<file path="src/rtl/uart_tx_fifo.sv">
// ----------------------------------------------------------------------------
// uart_tx_fifo
//
// Buffered UART transmitter for the raytracer debug/readback path. Words
// written from the system clock domain are queued in a small FIFO and sent
// back-to-back on uart_tx_o. The bit rate is produced by a fractional
// accumulator, so CLK_HZ does not need to be a multiple of BAUD.
//
// Parameters:
//   CLK_HZ      system clock frequency in Hz
//   BAUD        line rate (2*BAUD <= CLK_HZ)
//   DATA_BITS   payload bits per frame, 5..9
//   PARITY      0 = none, 1 = odd, 2 = even
//   STOP_BITS   1 or 2
//   FIFO_DEPTH  entries, power of two, >= 2
//
// Ports:
//   sys_clk_i     system clock
//   sys_rst_n_i   asynchronous active-low reset
//   uart_wr_i     single-cycle write strobe
//   uart_dat_i    word to enqueue
//   uart_full_o   FIFO full
//   uart_empty_o  FIFO empty
//   uart_level_o  FIFO occupancy, 0..FIFO_DEPTH
//   uart_drop_o   one-cycle pulse when a write is rejected
//   uart_busy_o   high while a frame is on the line
//   uart_tx_o     serial output, idle high
// ----------------------------------------------------------------------------
module uart_tx_fifo #(
  parameter int CLK_HZ     = 150000000,
  parameter int BAUD       = 115200,
  parameter int DATA_BITS  = 8,
  parameter int PARITY     = 0,
  parameter int STOP_BITS  = 1,
  parameter int FIFO_DEPTH = 16
) (
  input  logic                          sys_clk_i,
  input  logic                          sys_rst_n_i,
  input  logic                          uart_wr_i,
  input  logic [DATA_BITS-1:0]          uart_dat_i,
  output logic                          uart_full_o,
  output logic                          uart_empty_o,
  output logic [$clog2(FIFO_DEPTH):0]   uart_level_o,
  output logic                          uart_drop_o,
  output logic                          uart_busy_o,
  output logic                          uart_tx_o
);

  localparam int AW    = $clog2(FIFO_DEPTH);
  localparam int PW    = AW + 1;
  localparam int ACC_W = $clog2(CLK_HZ) + 1;
  localparam int CNT_W = $clog2(DATA_BITS + 1);

  localparam logic [ACC_W-1:0] CLK_C     = ACC_W'(CLK_HZ);
  localparam logic [ACC_W-1:0] BAUD_C    = ACC_W'(BAUD);
  localparam logic [CNT_W-1:0] LAST_BIT  = CNT_W'(DATA_BITS - 1);
  localparam logic             LAST_STOP = 1'(STOP_BITS - 1);

  typedef enum logic [2:0] {
    ST_IDLE,
    ST_START,
    ST_DATA,
    ST_PARITY,
    ST_STOP
  } state_t;

  // --------------------------------------------------------------------------
  // FIFO
  // --------------------------------------------------------------------------
  logic [DATA_BITS-1:0] mem [FIFO_DEPTH];
  logic [PW-1:0]        wr_ptr;
  logic [PW-1:0]        rd_ptr;
  logic [PW-1:0]        level;
  logic                 full;
  logic                 empty;
  logic                 push;
  logic                 pop;
  logic                 drop_q;
  logic [DATA_BITS-1:0] head;

  // Pointers carry one extra wrap bit so full and empty are distinguishable
  // and the difference is the occupancy directly.
  assign level = wr_ptr - rd_ptr;
  assign full  = (level == PW'(FIFO_DEPTH));
  assign empty = (wr_ptr == rd_ptr);
  assign push  = uart_wr_i && !full;
  assign head  = mem[rd_ptr[AW-1:0]];

  always_ff @(posedge sys_clk_i or negedge sys_rst_n_i) begin
    if (!sys_rst_n_i) begin
      wr_ptr <= '0;
      rd_ptr <= '0;
      drop_q <= 1'b0;
    end else begin
      if (push) begin
        wr_ptr <= wr_ptr + PW'(1);
      end
      if (pop) begin
        rd_ptr <= rd_ptr + PW'(1);
      end
      // A write against a full FIFO is rejected even if a pop frees a slot
      // in the same cycle.
      drop_q <= uart_wr_i && full;
    end
  end

  always_ff @(posedge sys_clk_i) begin
    if (push) begin
      mem[wr_ptr[AW-1:0]] <= uart_dat_i;
    end
  end

  // --------------------------------------------------------------------------
  // Fractional baud accumulator
  // --------------------------------------------------------------------------
  logic [ACC_W-1:0] acc;
  logic [ACC_W-1:0] acc_sum;
  logic             tick;
  state_t           state_q;
  state_t           state_d;

  assign acc_sum = acc + BAUD_C;
  assign tick    = (acc_sum >= CLK_C);

  // Clearing on the pop out of IDLE aligns the first bit period to the start
  // bit; back-to-back frames keep the running phase so no error accumulates.
  always_ff @(posedge sys_clk_i or negedge sys_rst_n_i) begin
    if (!sys_rst_n_i) begin
      acc <= '0;
    end else if (state_q == ST_IDLE && !empty) begin
      acc <= '0;
    end else if (tick) begin
      acc <= acc_sum - CLK_C;
    end else begin
      acc <= acc_sum;
    end
  end

  // --------------------------------------------------------------------------
  // Frame FSM
  // --------------------------------------------------------------------------
  logic [DATA_BITS-1:0] shift_q;
  logic [DATA_BITS-1:0] shift_d;
  logic [CNT_W-1:0]     bit_q;
  logic [CNT_W-1:0]     bit_d;
  logic                 stop_q;
  logic                 stop_d;
  logic                 par_q;
  logic                 par_d;
  logic                 par_load;
  logic                 tx_q;
  logic                 tx_d;

  assign par_load = (PARITY == 1) ? ~(^head) : (^head);

  always_ff @(posedge sys_clk_i or negedge sys_rst_n_i) begin
    if (!sys_rst_n_i) begin
      state_q <= ST_IDLE;
      shift_q <= '0;
      bit_q   <= '0;
      stop_q  <= 1'b0;
      par_q   <= 1'b0;
      tx_q    <= 1'b1;
    end else begin
      state_q <= state_d;
      shift_q <= shift_d;
      bit_q   <= bit_d;
      stop_q  <= stop_d;
      par_q   <= par_d;
      tx_q    <= tx_d;
    end
  end

  always_comb begin
    state_d = state_q;
    shift_d = shift_q;
    bit_d   = bit_q;
    stop_d  = stop_q;
    par_d   = par_q;
    pop     = 1'b0;
    case (state_q)
      ST_IDLE: begin
        if (!empty) begin
          pop     = 1'b1;
          state_d = ST_START;
          shift_d = head;
          par_d   = par_load;
        end
      end
      ST_START: begin
        if (tick) begin
          state_d = ST_DATA;
          bit_d   = '0;
        end
      end
      ST_DATA: begin
        if (tick) begin
          shift_d = shift_q >> 1;
          if (bit_q == LAST_BIT) begin
            state_d = (PARITY != 0) ? ST_PARITY : ST_STOP;
            stop_d  = 1'b0;
          end else begin
            bit_d = bit_q + CNT_W'(1);
          end
        end
      end
      ST_PARITY: begin
        if (tick) begin
          state_d = ST_STOP;
          stop_d  = 1'b0;
        end
      end
      ST_STOP: begin
        if (tick) begin
          if (stop_q == LAST_STOP) begin
            // Chain straight into the next start bit when more data waits.
            if (!empty) begin
              pop     = 1'b1;
              state_d = ST_START;
              shift_d = head;
              par_d   = par_load;
            end else begin
              state_d = ST_IDLE;
            end
          end else begin
            stop_d = stop_q + 1'b1;
          end
        end
      end
      default: begin
        state_d = ST_IDLE;
      end
    endcase
  end

  // The line level is derived from the next state and registered, so the
  // output never glitches during state changes.
  always_comb begin
    tx_d = 1'b1;
    case (state_d)
      ST_START:  tx_d = 1'b0;
      ST_DATA:   tx_d = shift_d[0];
      ST_PARITY: tx_d = par_d;
      default:   tx_d = 1'b1;
    endcase
  end

  assign uart_tx_o    = tx_q;
  assign uart_busy_o  = (state_q != ST_IDLE);
  assign uart_full_o  = full;
  assign uart_empty_o = empty;
  assign uart_level_o = level;
  assign uart_drop_o  = drop_q;

endmodule

</file>
<file path="config.mk">
export PLATFORM = sky130hd
export DESIGN_NAME = uart_tx_fifo
export DESIGN_NICKNAME = d
export VERILOG_FILES = /design/src/rtl/uart_tx_fifo.sv
export SDC_FILE = /design/constraint.sdc
export NUM_CORES = 1
export LEC_CHECK = 0
export BUFFER_PORTS_ARGS = -buffer_cell sky130_fd_sc_hd__buf_2
export CORE_ASPECT_RATIO = 1.25
export CORE_MARGIN = 2
export CORE_UTILIZATION = 55
export CTS_BUF_LIST = sky130_fd_sc_hd__clkbuf_8
export DETAILED_ROUTE_END_ITERATION = 8
export GPL_TIMING_DRIVEN = 1
export MAX_ROUTING_LAYER = met4
export PLACE_DENSITY = 0.73
export SYNTH_ARGS = -nofsm -noshare
export SYNTH_HDL_FRONTEND = slang
export SYNTH_SLANG_ARGS = --single-unit
</file>
<file path="constraint.sdc">
create_clock -name sys_clk_i -period 3.9 [get_ports sys_clk_i]
set_input_delay 0.78 -clock sys_clk_i [delete_from_list [all_inputs] [get_ports sys_clk_i]]
set_output_delay 0.78 -clock sys_clk_i [all_outputs]
set_load 0.03 [all_outputs]
</file>
---- Yosys cells after proc, flatten, opt, wreduce, memory -nomap -nowiden ----
Memory sizes are Yosys's and may differ from the RTL's.
Index checks and enable logic that the tools add are counted.
operators by class
  $add $sub $neg .......................... 7
  reduce and logical (&&, ||, !) cells .... 14
  eq/ne operators ......................... 17
  multiplexer cells ....................... 37
  order comparisons ....................... 1
operators with widths
  kind                      count
  $mux W29                  2
  $mux W8                   4
  $add A29 B17 Y29 const B  1
  $ge A29 B28 Y1 const B    1
  $sub A29 B28 Y29 const B  1
  $pmux W8 S3               1
  $mux W3                   7
  $pmux W3 S5               1
  $mux W1                   14
  $ne A2 B2 Y1 const B      7
  $eq A3 B2 Y1 const B      4
  $mux W4                   3
  $add A5 B1 Y5 const B     2
  $reduce_bool A3 Y1        3
  $pmux W4 S2               1
  $reduce_and A4 Y1         2
  $reduce_xor A8 Y1         1
  $eq A3 B1 Y1 const B      2
  $pmux W1 S3               2
  $eq A5 B5 Y1              1
  $eq A5 B5 Y1 const B      1
  $reduce_and A5 Y1         1
  $sub A5 B5 Y5             1
  $add A4 B1 Y4 const B     1
  other kinds (8)           12
storage, ports and cells
  bits of input ports ..................... 11
  logic and storage cells ................. 88
  memories ................................ 1
  bits in writable memories ............... 128
  bits in registers ....................... 58
memories
  memory  words  width  read ports  clocked after Yosys merged registers in  write ports  RTL line  source
  mem     16     8      1           0                                        1            70        logic [DATA_BITS-1:0] mem [FIFO_DEPTH];

---- Depth between registers and ports, before layout ----
Gate-level depths: netlist of run 1.
  depth in word-level cells ............... 7
  depth in mapped cells ................... 13

---- Worst setup path after synthesis of run 1 ----
No wires, ideal clock.
  path kind ............................... flip-flop to flip-flop
  start point ............................. register rd_ptr[1]
  end point ............................... register wr_ptr[4]
  library setup time ...................... 0.140 ns
  stages on the path, launching flop included .. 14
  data arrival time ....................... 4.028 ns
  slack ................................... -0.268 ns
  path buffers ............................ 3
  period minus slack after synthesis ...... 4.168 ns
  path through ............................ dfrtp_1 > clkbuf_1 > clkbuf_1 > inv_1 > ha_1 > a21o_1 > a21oi_1 > xnor2_1 > nor4_1 > nor2b_1 > clkbuf_1 > and3_1 > and2_1 > xor2_1
between the ends
  cells in the longest elaborated chain, start to end .. 4
ends and longest elaborated chain
  what                      RTL line  source
  start: declaration        72        logic [PW-1:0] rd_ptr;
  start signal: assignment  99        rd_ptr <= rd_ptr + PW'(1);
  $sub A5 B5 Y5             83        assign level = wr_ptr - rd_ptr;
  via uart_level_o[3]       43        output logic [$clog2(FIFO_DEPTH):0] uart_level_o,
  $eq A5 B5 Y1              84        assign full = (level == PW'(FIFO_DEPTH));
  via uart_full_o           41        output logic uart_full_o,
  $logic_not A1 Y1          86        assign push = uart_wr_i && !full;
  $logic_and A1 B1 Y1       86
  end signal: assignment    96        wr_ptr <= wr_ptr + PW'(1);
  end: declaration          71        logic [PW-1:0] wr_ptr;
The timed path passes the listed nets, and every way through them passes these cells.
A chain may end at the register's enable or synchronous reset.

---- Worst setup path in the final report of run 1 ----
  start point ............................. register acc[9]
  end point ............................... register tx_q (netlist: uart_tx_o)
between the ends
  cells in the longest elaborated chain, start to end .. 6
  elaborated cells between the ends (all ways) .. 16
  classes of those cells .................. 1 x add/sub; 1 x order compare; 3 x eq/ne; 11 x mux
ends and longest elaborated chain
  what                                          RTL line  source
  start: declaration                            116       logic [ACC_W-1:0] acc;
  start signal: assignment                      133       acc <= acc_sum - CLK_C;
  start signal: assignment                      135       acc <= acc_sum;
  $add A29 B17 Y29 *                            122       assign acc_sum = acc + BAUD_C;
  $ge A29 B28 Y1 *                              123       assign tick = (acc_sum >= CLK_C);
  $mux W3, on equally long branches             -
  $pmux W3 S5                                   181       case (state_q)
  $eq A3 B2 Y1 or $eq A3 B1 Y1 (tied branches)  240       case (state_d)
  $pmux W1 S3 *                                 240
  via tx_d                                      152       logic tx_d;
  end signal: assignment                        170       tx_q <= tx_d;
  end: declaration                              151       logic tx_q;
The timed path passes the listed nets; every way through them passes the cells marked *. The select of a mux whose other input is x is not followed.

==> qor.csv, run 1 <==
metric;value;unit
outcome;finished, final reports clean;
drcViolationCount;0;
leakagePower;0.003326;uW
grt_pass1_vias;5349;
routed_via_density;6.080;
clock-root-buffer;clkbuf_8;
io_buffers;20;
synth_top_cell_by_area;edfxtp_1;
synthesis.area;8615;um^2
hold_ws;317.2;ps
r2r-end;uart_tx_o;
rsz0062_at_grt;no;
hpwl;12.14;mm
worst_setup_path_end_kind;register;
start_kind;register;
fp.dieArea;16690;um^2
relSlewSlack;45.72;%
cts.sinks;178;
die_w;115.9;um
post_cts_buffers;0;
routed_wl;17.65;mm
rrSetupSlack;290;ps
die_h;143.9;um
drtIter0Drc;552;
yosysMostFrequentCell;edfxtp_1;
grt_overflow;0;
p_per_area;711.2;nW/um^2
drv_cap;0;
cts-htree-levels;4;
hp-class;input pin to asynchronous set/reset pin;
critPathArrivalTime;3980;ps
synthToLayoutAreaGrowth;7.872;%
drtPass1Iterations;5;
timing.final.crit_share;92.55;%
yosys_warnings;0;
ys_seq_area_share;59.16;%
crit_chain;ha_2 -> nand4_1 -> a21oi_1 -> nand2_1 -> or3_4 -> a211oi_4 -> a21o_1 -> buf_4 -> nand3_1 -> a211oi_1 -> o221ai_1;
cp.required;4270;ps
antenna_found_initial;0;
grt_max_degree;36;
fp.coreArea;15440;um^2
nets;677;
grt_pass1_wl;28.26;mm
wl_per_cell;20.10;um
skew;12.40;ps
gp_congestion;0.9049;
crit_fanout;15;
peakVddDrop;0.4022;mV
total_power;6609;uW
synth_fp_nets;659;
critPathKind;register to register;
ys_seq_elements;178;
ctsLongestPathBuffers;2;
cts_hold_buf;0;
clk_transition_reported_paths;110;ps
synth_cells;635;
fin_tns_setup;0;ps
hold_viol_final;0;
start_util;55.79;%
cts_tree;done;
drv_slew;0;
worstSkewPairLatency;470;ps
synth_top_cell_area_share;44.62;%
vias;5338;
crit_end;uart_tx_o;
fin_crit;3610;ps
io_pins;21;
netlist_top_cells_count;edfxtp_1 (128), nor2_1 (53), dfrtp_1 (49);
row_count;51;
synth_cell_types;72;
ant_nets;0;
cpMaxStageDelayCell;dfrtp_1;
async_reset_ff_share;28.09;%
numCtsBuffers;17;
ys_top_cells_by_area;edfxtp_1 (45%), dfrtp_1 (14%), mux4_2 (8.4%);
startpoint;acc[9];
cts-resized-gates;0;
timing.rr.start;acc[9];
setup_viol;0;
layout-drive-gt1-share;18.47;%
diodes;0;
max_freq;277.0;MHz
synth-main-ff-cell;edfxtp_1;
grt_use_total;23.39;%
critPathMaxStageDelay;520;ps
synth_edf_count;128;
syn_avg_cell_area;13.57;um^2
worst_slew_pin_slew;814.2;ps
reg2regPathDepth;11;
## power breakdown
group	switching, uW	internal, uW	total [uW]	leakage, uW
logic	1580	1140	2720	0.00133
clock network	761	495	1260	0.000207
registers	288	2340	2630	0.00179
total	2630	3980	6610	0.00333
## placed cells by master, fill, tap and decap left out, drive strengths merged, types with 3 or more instances in the layout
cell type and instances:
mux2i 3, or3 6, o21ai 18, a21o 9
nor2 54, a21oi 20, nand2 43, nor3b 5
a22o 6, xnor2 36, clkinv 5, a32oi 3
nor2b 7, a31oi 7, and3 7, nand3 11
mux2 4, ha 12, inv 27, a2111oi 4
nand2b 4, edfxtp 128, clkbuf 17, xor2 12
nor3 17, a211oi 6, nor4 5, mux4 32
dfrtp 49, a22oi 17, buf 30, and2 20
nand4 10
## critical path: cells and delay by family (launching register included)
family                     cells  cell delay, ps
AOI/OAI and AO/OA              5            1580
buffers and inverters          1             200
and+or+nand+nor                4             830
adders and majority gates      1             390
DFF                            1             520
## layer usage
metal | vias up | share of wire, % | track usage, % | routed length (um)
li1 | 2463 | - | - | -
met1 | 2679 | 39 | 27.36 | 6953
met2 | 154 | 54 | 40.57 | 9593
met3 | 42 | 3.6 | 3.458 | 627
met4 | 0 | 2.7 | 9.398 | 470
met5 | - | 0 | - | 0
## cells by family (layout without fill, tap and decap cells)
logic type	count (synthesis)	count (layout)	synth area share [%]
and+or+nand+nor	194	194	11.34
DFF	178	178	59.16
AOI/OAI and AO/OA	114	115	10.40
buffers and inverters	49	79	3.006
xor gates and xnor gates	48	48	4.880
muxes	39	39	9.237
adders and majority gates	13	13	1.975
## stage by stage
| stage | cells | cell area (um^2) | utilization [%] | setup slack [ps] |
|---|---|---|---|---|
| after global placement | 845 | 8874 | 57.46 | 400.9 |
| after detailed placement | 845 | 8874 | 57.46 | 278.8 |
| after floorplan | 635 | 8621 | - | 136.6 |
| final | 878 | 9293 | 60.18 | 290.4 |
| after CTS | 877 | 9281 | 60.10 | 262.4 |
| after global routing | 878 | 9293 | 60.18 | 19.55 |
## cell type report
class	instances	area, um^2
fill	1232	6150
sequential	178	5097
clock inverter	15	173.9
tap	212	265.3
inverter	17	63.81
clock buffer	17	234.0
timing repair buffer	30	175.2
multi-input combinational	409	3283
## worst min path at each step
stage                           start          to  slack (ps)  cells after the start
after global placement     shift_q[2]  shift_q[2]         470                      1
after detailed placement   shift_q[2]  shift_q[2]         470                      1
final                     sys_rst_n_i     acc[12]         320                      1
after global routing      sys_rst_n_i     acc[11]         360                      1
after floorplan            shift_q[1]  shift_q[1]         450                      1
after CTS                 sys_rst_n_i     acc[12]         320                      1
## registers in the layout, summed over array words and instances, names as in the netlist
signal,flops
acc,22
bit_q,4
mem,128
par_q,1
rd_ptr,5
shift_q,8
state_q,3
uart_drop_o,1
uart_tx_o,1
wr_ptr,5
(Power assumes the default switching activity.)
==> inputs of run 2 (changes only) <==
==> constraint.sdc (replaced) <==
create_clock -name sys_clk_i -period 3.9 [get_ports sys_clk_i]
set_input_delay 0.195 -clock sys_clk_i [delete_from_list [all_inputs] [get_ports sys_clk_i]]
set_output_delay 0.195 -clock sys_clk_i [all_outputs]
set_load 0.03 [all_outputs]
==> run 2 against run 1 <==
Compared with the run above:
- wire length increased by 2.1%
- worst hold slack worse by 200 ps
- clock skew increased by 3.3 ps
- cell count down 0.11%
- global-route usage increased by 0.46 points
- largest power group unchanged
- highest routed layer unchanged
==> qor.csv, run 2 (same netlist as run 1, synthesis figures left out) <==
metric;value;unit
peakVddDrop;0.3582;mV
grt_pass1_wl;28.66;mm
post_cts_buffers;0;
final_cell_mix;edfxtp_1 (128), nor2_1 (53), dfrtp_1 (48);
dpl_worst_slack;202.8;ps
synthToLayoutAreaGrowth;8.032;%
cts_tree;done;
grt_pass1_vias;5385;
drcViolationCount;0;
drv_slew;0;
crit_fanout;8;
fp.coreArea;15440;um^2
final_area;9306;um^2
drtPass1Iterations;7;
final_common_cell;edfxtp_1;
clock-root-buffer;clkbuf_8;
vias;5365;
largest_register_ffs;128;
layout-drive-gt1-share;17.89;%
fin_tns_setup;0;ps
ctsLongestPathBuffers;2;
routed_wl;18.02;mm
worst_setup_path_end_kind;register;
worstSkewPairLatency;460;ps
antenna_found_initial;0;
ant_nets;0;
io_pins;21;
p_per_area;716.6;nW/um^2
grt_overflow;0;
critPathKind;register to register;
cts-htree-levels;4;
leakagePower;0.003323;uW
grt_max_degree;51;
hpwl;12.14;mm
fp.dieArea;16690;um^2
row_count;51;
drtIter0Drc;541;
cp.required;4010;ps
outcome;finished, final reports clean;
hold_ws;112.4;ps
worst_slew_pin_slew;976.7;ps
start_util;55.79;%
drv_cap;0;
hold_viol_final;0;
grt_use_total;23.85;%
skew;15.65;ps
hp-class;input pin to register;
postPlaceCellArea;8851;um^2
nets;676;
max_freq;283.4;MHz
wl_per_cell;20.55;um
rsz0062_at_grt;no;
total_power;6669;uW
relSlewSlack;34.89;%
fin_crit;3529;ps
die_w;115.9;um
critPathArrivalTime;3640;ps
diodes;0;
numCtsBuffers;17;
timing.final.crit_share;90.48;%
start_kind;register;
io_buffers;20;
die_h;143.9;um
clk_transition_reported_paths;110;ps
setup_viol;0;
cts.sinks;178;
routed_via_density;6.117;
gp_congestion;0.8875;
setup_ws;371.2;ps
[run 2: cell type report]
class	instances	area, um^2
clock buffers	17	234.0
clock inverters	15	190.2
fillers	1190	6136
inverters	17	63.81
multi-input cells	409	3283
flip-flops and latches	178	5097
well taps	212	265.3
repair buffers	29	172.7
[run 2: through the flow]
stage / util (%) / std cells
2_1_floorplan: - / 635
3_3_place_gp: 57.32 / 842
4_1_cts: 60.19 / 876
6_report: 60.27 / 877
3_5_place_dp: 57.32 / 842
5_1_grt: 60.27 / 877
[run 2: metal layers]
layer | part of all wire [%] | vias up | track usage [%]
met3 | 4.4 | 30 | 4.049
met2 | 54 | 174 | 41.67
met5 | 0 | - | -
met1 | 39 | 2709 | 27.52
met4 | 2.5 | 0 | 9.023
li1 | - | 2452 | -
[run 2: path summary, 6_finish.rpt]
check                                   start        end  slack (ps)  cells past startpoint
worst max-delay path                wr_ptr[0]  mem[8][0]         370                     11
worst min-delay path            uart_dat_i[3]  mem[0][3]         110                      1
worst max register to register      wr_ptr[0]  mem[8][0]         370                     11
worst min register to register      wr_ptr[4]  wr_ptr[4]         500                      1
max in group asynchronous         sys_rst_n_i  rd_ptr[0]        3060                      3
min in group asynchronous         sys_rst_n_i    acc[12]         360                      3
[run 2: worst max-delay path: stages, from the launching register on]
cell and delay, ps:
dfrtp_1 410, inv_1 130, ha_1 250, fa_1 420
inv_1 80, a21o_1 120, a21oi_1 90, xnor2_1 250
nor4_2 110, nand2b_1 180, nor3b_1 610, and2_1 520
[run 2: power by group]
group,internal [uW],switching [uW]
clock network,548,745
registers,2340,307
logic,1130,1590
[run 2: repair_timing]
| action | CTS | global route |
|---|---|---|
| endpoints found under the hold margin | 50 | 0 |
| hold buffers | 2 | 0 |
| setup endpoints to repair | 0 | 12 |
| resized for setup | 0 | 1 |
==> inputs of run 3 (changes only) <==
Settings changed: CORE_ASPECT_RATIO 1.25 to 0.5, PLACE_DENSITY 0.73 to default, PLACE_DENSITY_LB_ADDON from default to 0.2.
==> run 3 against run 2 <==
Compared with the run above:
- flip-flop and latch count unchanged
- worst hold slack got worse by 1.8 ps
- clock power decreased by 4%
- sequential power about the same
- sequential share of layout area increased by 0.28 points
- first-iteration DRC count decreased by 11%
- worst setup slack improved by 80 ps
- count of clock-buffer cells in the layout unchanged
- power decreased by 1.6%
- wire length decreased by 5.1%
- critical endpoint is now acc[15]
- largest cell class unchanged
- highest routed layer unchanged
==> qor.csv, run 3 (same netlist as run 1, synthesis figures left out) <==
metric;value;unit
critPathKind;register to register;
fp.coreArea;15370;um^2
start_kind;register;
hold_viol_final;0;
diodes;0;
relSlewSlack;46.27;%
routed_wl;17.10;mm
largest_register_ffs;128;
fill_cells;1201;
vias;5159;
drv_slew;0;
io_buffers;20;
clock-root-buffer;clkbuf_8;
leakagePower;0.003302;uW
grt_pass1_wl;27.80;mm
antenna_found_initial;0;
setup_viol;0;
row_count;32;
post_cts_buffers;0;
worst_slew_pin_slew;785.6;ps
final_cell_mix;edfxtp_1 (128), nor2_1 (53), dfrtp_1 (48);
cp.required;4240;ps
ant_nets;0;
cts-htree-levels;4;
start_util;56.03;%
cts.sinks;178;
nets;676;
fp.dieArea;16740;um^2
critPathArrivalTime;3790;ps
drcViolationCount;0;
worstSkewPairLatency;460;ps
fin_tns_setup;0;ps
drtIter0Drc;484;
top_usage_layer;met2;
ctsLongestPathBuffers;2;
grt_max_degree;51;
grt_pass1_vias;5048;
grt.met3_usage;4.050;%
crit_fanout;15;
max_freq;289.9;MHz
p_per_area;709.1;nW/um^2
drtPass1Iterations;5;
grt.met2_usage;35.74;%
rsz0062_at_grt;no;
drv_cap;0;
numCtsBuffers;17;
grt_use_total;22.62;%
skew;22.12;ps
timing.final.crit_share;88.43;%
wl_per_cell;19.68;um
utilization;60.22;%
final_common_cell;edfxtp_1;
hpwl;11.08;mm
grt_overflow;0;
layout-drive-gt1-share;17.74;%
gp_congestion;0.8867;
synthToLayoutAreaGrowth;7.480;%
routed_via_density;5.937;
peakVddDrop;0.3151;mV
fin_crit;3449;ps
die_w;181.0;um
hp-class;input pin to register;
die_h;92.50;um
use_met1;30.74;%
cts_tree;done;
outcome;finished, final reports clean;
io_pins;21;
clk_transition_reported_paths;110;ps
worst_setup_path_end_kind;register;
## run 3: cell types whose count changed in the layout (fill, tap and decap cells not counted)
cell	delta
clkinv_8	-3
clkinv_2	+2
clkinvlp_4	+2
clkinv_1	+1
clkinv_4	-1
inv_6	-1
## run 3: power breakdown
part / internal [uW] / leakage (uW) / total (uW) / switching (uW)
clock network: 525 / 0.000192 / 1240 / 720
registers: 2340 / 0.00179 / 2630 / 283
logic: 1130 / 0.00132 / 2690 / 1560
total: 4000 / 0.00330 / 6570 / 2560
## run 3: area by class of cell
| class | count | area [um^2] | share of cell area [%] |
|---|---|---|---|
| Sequential cell | 178 | 5097 | 55.05 |
| Multi-Input combinational cell | 409 | 3283 | 35.46 |
| Tap cell | 204 | 255.2 | 2.757 |
| Clock buffer | 17 | 234.0 | 2.527 |
| Timing Repair Buffer | 29 | 172.7 | 1.865 |
| Clock inverter | 15 | 152.6 | 1.649 |
| Inverter | 17 | 63.81 | 0.6892 |
## run 3: layer usage
metal	up-vias	share of wire, %
met5	-	0
met4	0	0.75
met3	11	4.6
met2	107	48
met1	2596	47
li1	2445	-
## run 3: timing repair
item,4_1_cts,5_1_grt
gates resized for setup,0,1
hold buffers,2,0
endpoints found under the hold margin,50,0
endpoints found under the setup margin,0,2
## run 3: per-stage QoR
step	instance area [um^2]	hold WS, ps	setup slack (ps)	cells	total power (uW)
after floorplan	8621	-100.6	136.6	635	4769
after global placement	8841	358.3	449.0	834	5315
after detailed placement	8841	361.0	378.9	834	5348
after CTS	9248	76.29	357.6	868	6598
after global routing	9259	81.19	144.0	869	6977
final	9259	110.6	451.0	869	6565
## run 3: final timing paths
check / depth (start not counted) / startpoint / slack, ps / to
worst max-delay path: 10 / acc[9] / 450 / acc[15]
worst min-delay path: 1 / uart_dat_i[6] / 110 / mem[13][6]
worst max register to register: 10 / acc[9] / 450 / acc[15]
worst min register to register: 1 / shift_q[1] / 480 / shift_q[1]
max in group asynchronous: 3 / sys_rst_n_i / 3040 / rd_ptr[0]
min in group asynchronous: 3 / sys_rst_n_i / 350 / acc[11]
## run 3: worst max-delay path, stage by stage (launching register included)
cell and delay (ps):
dfrtp_1 510, ha_2 380, nand4_1 150, a21oi_1 300, nand2_1 150, or3_4 400
a211oi_4 360, a21o_1 400, a311oi_1 150, a31oi_1 190, mux2_2 350
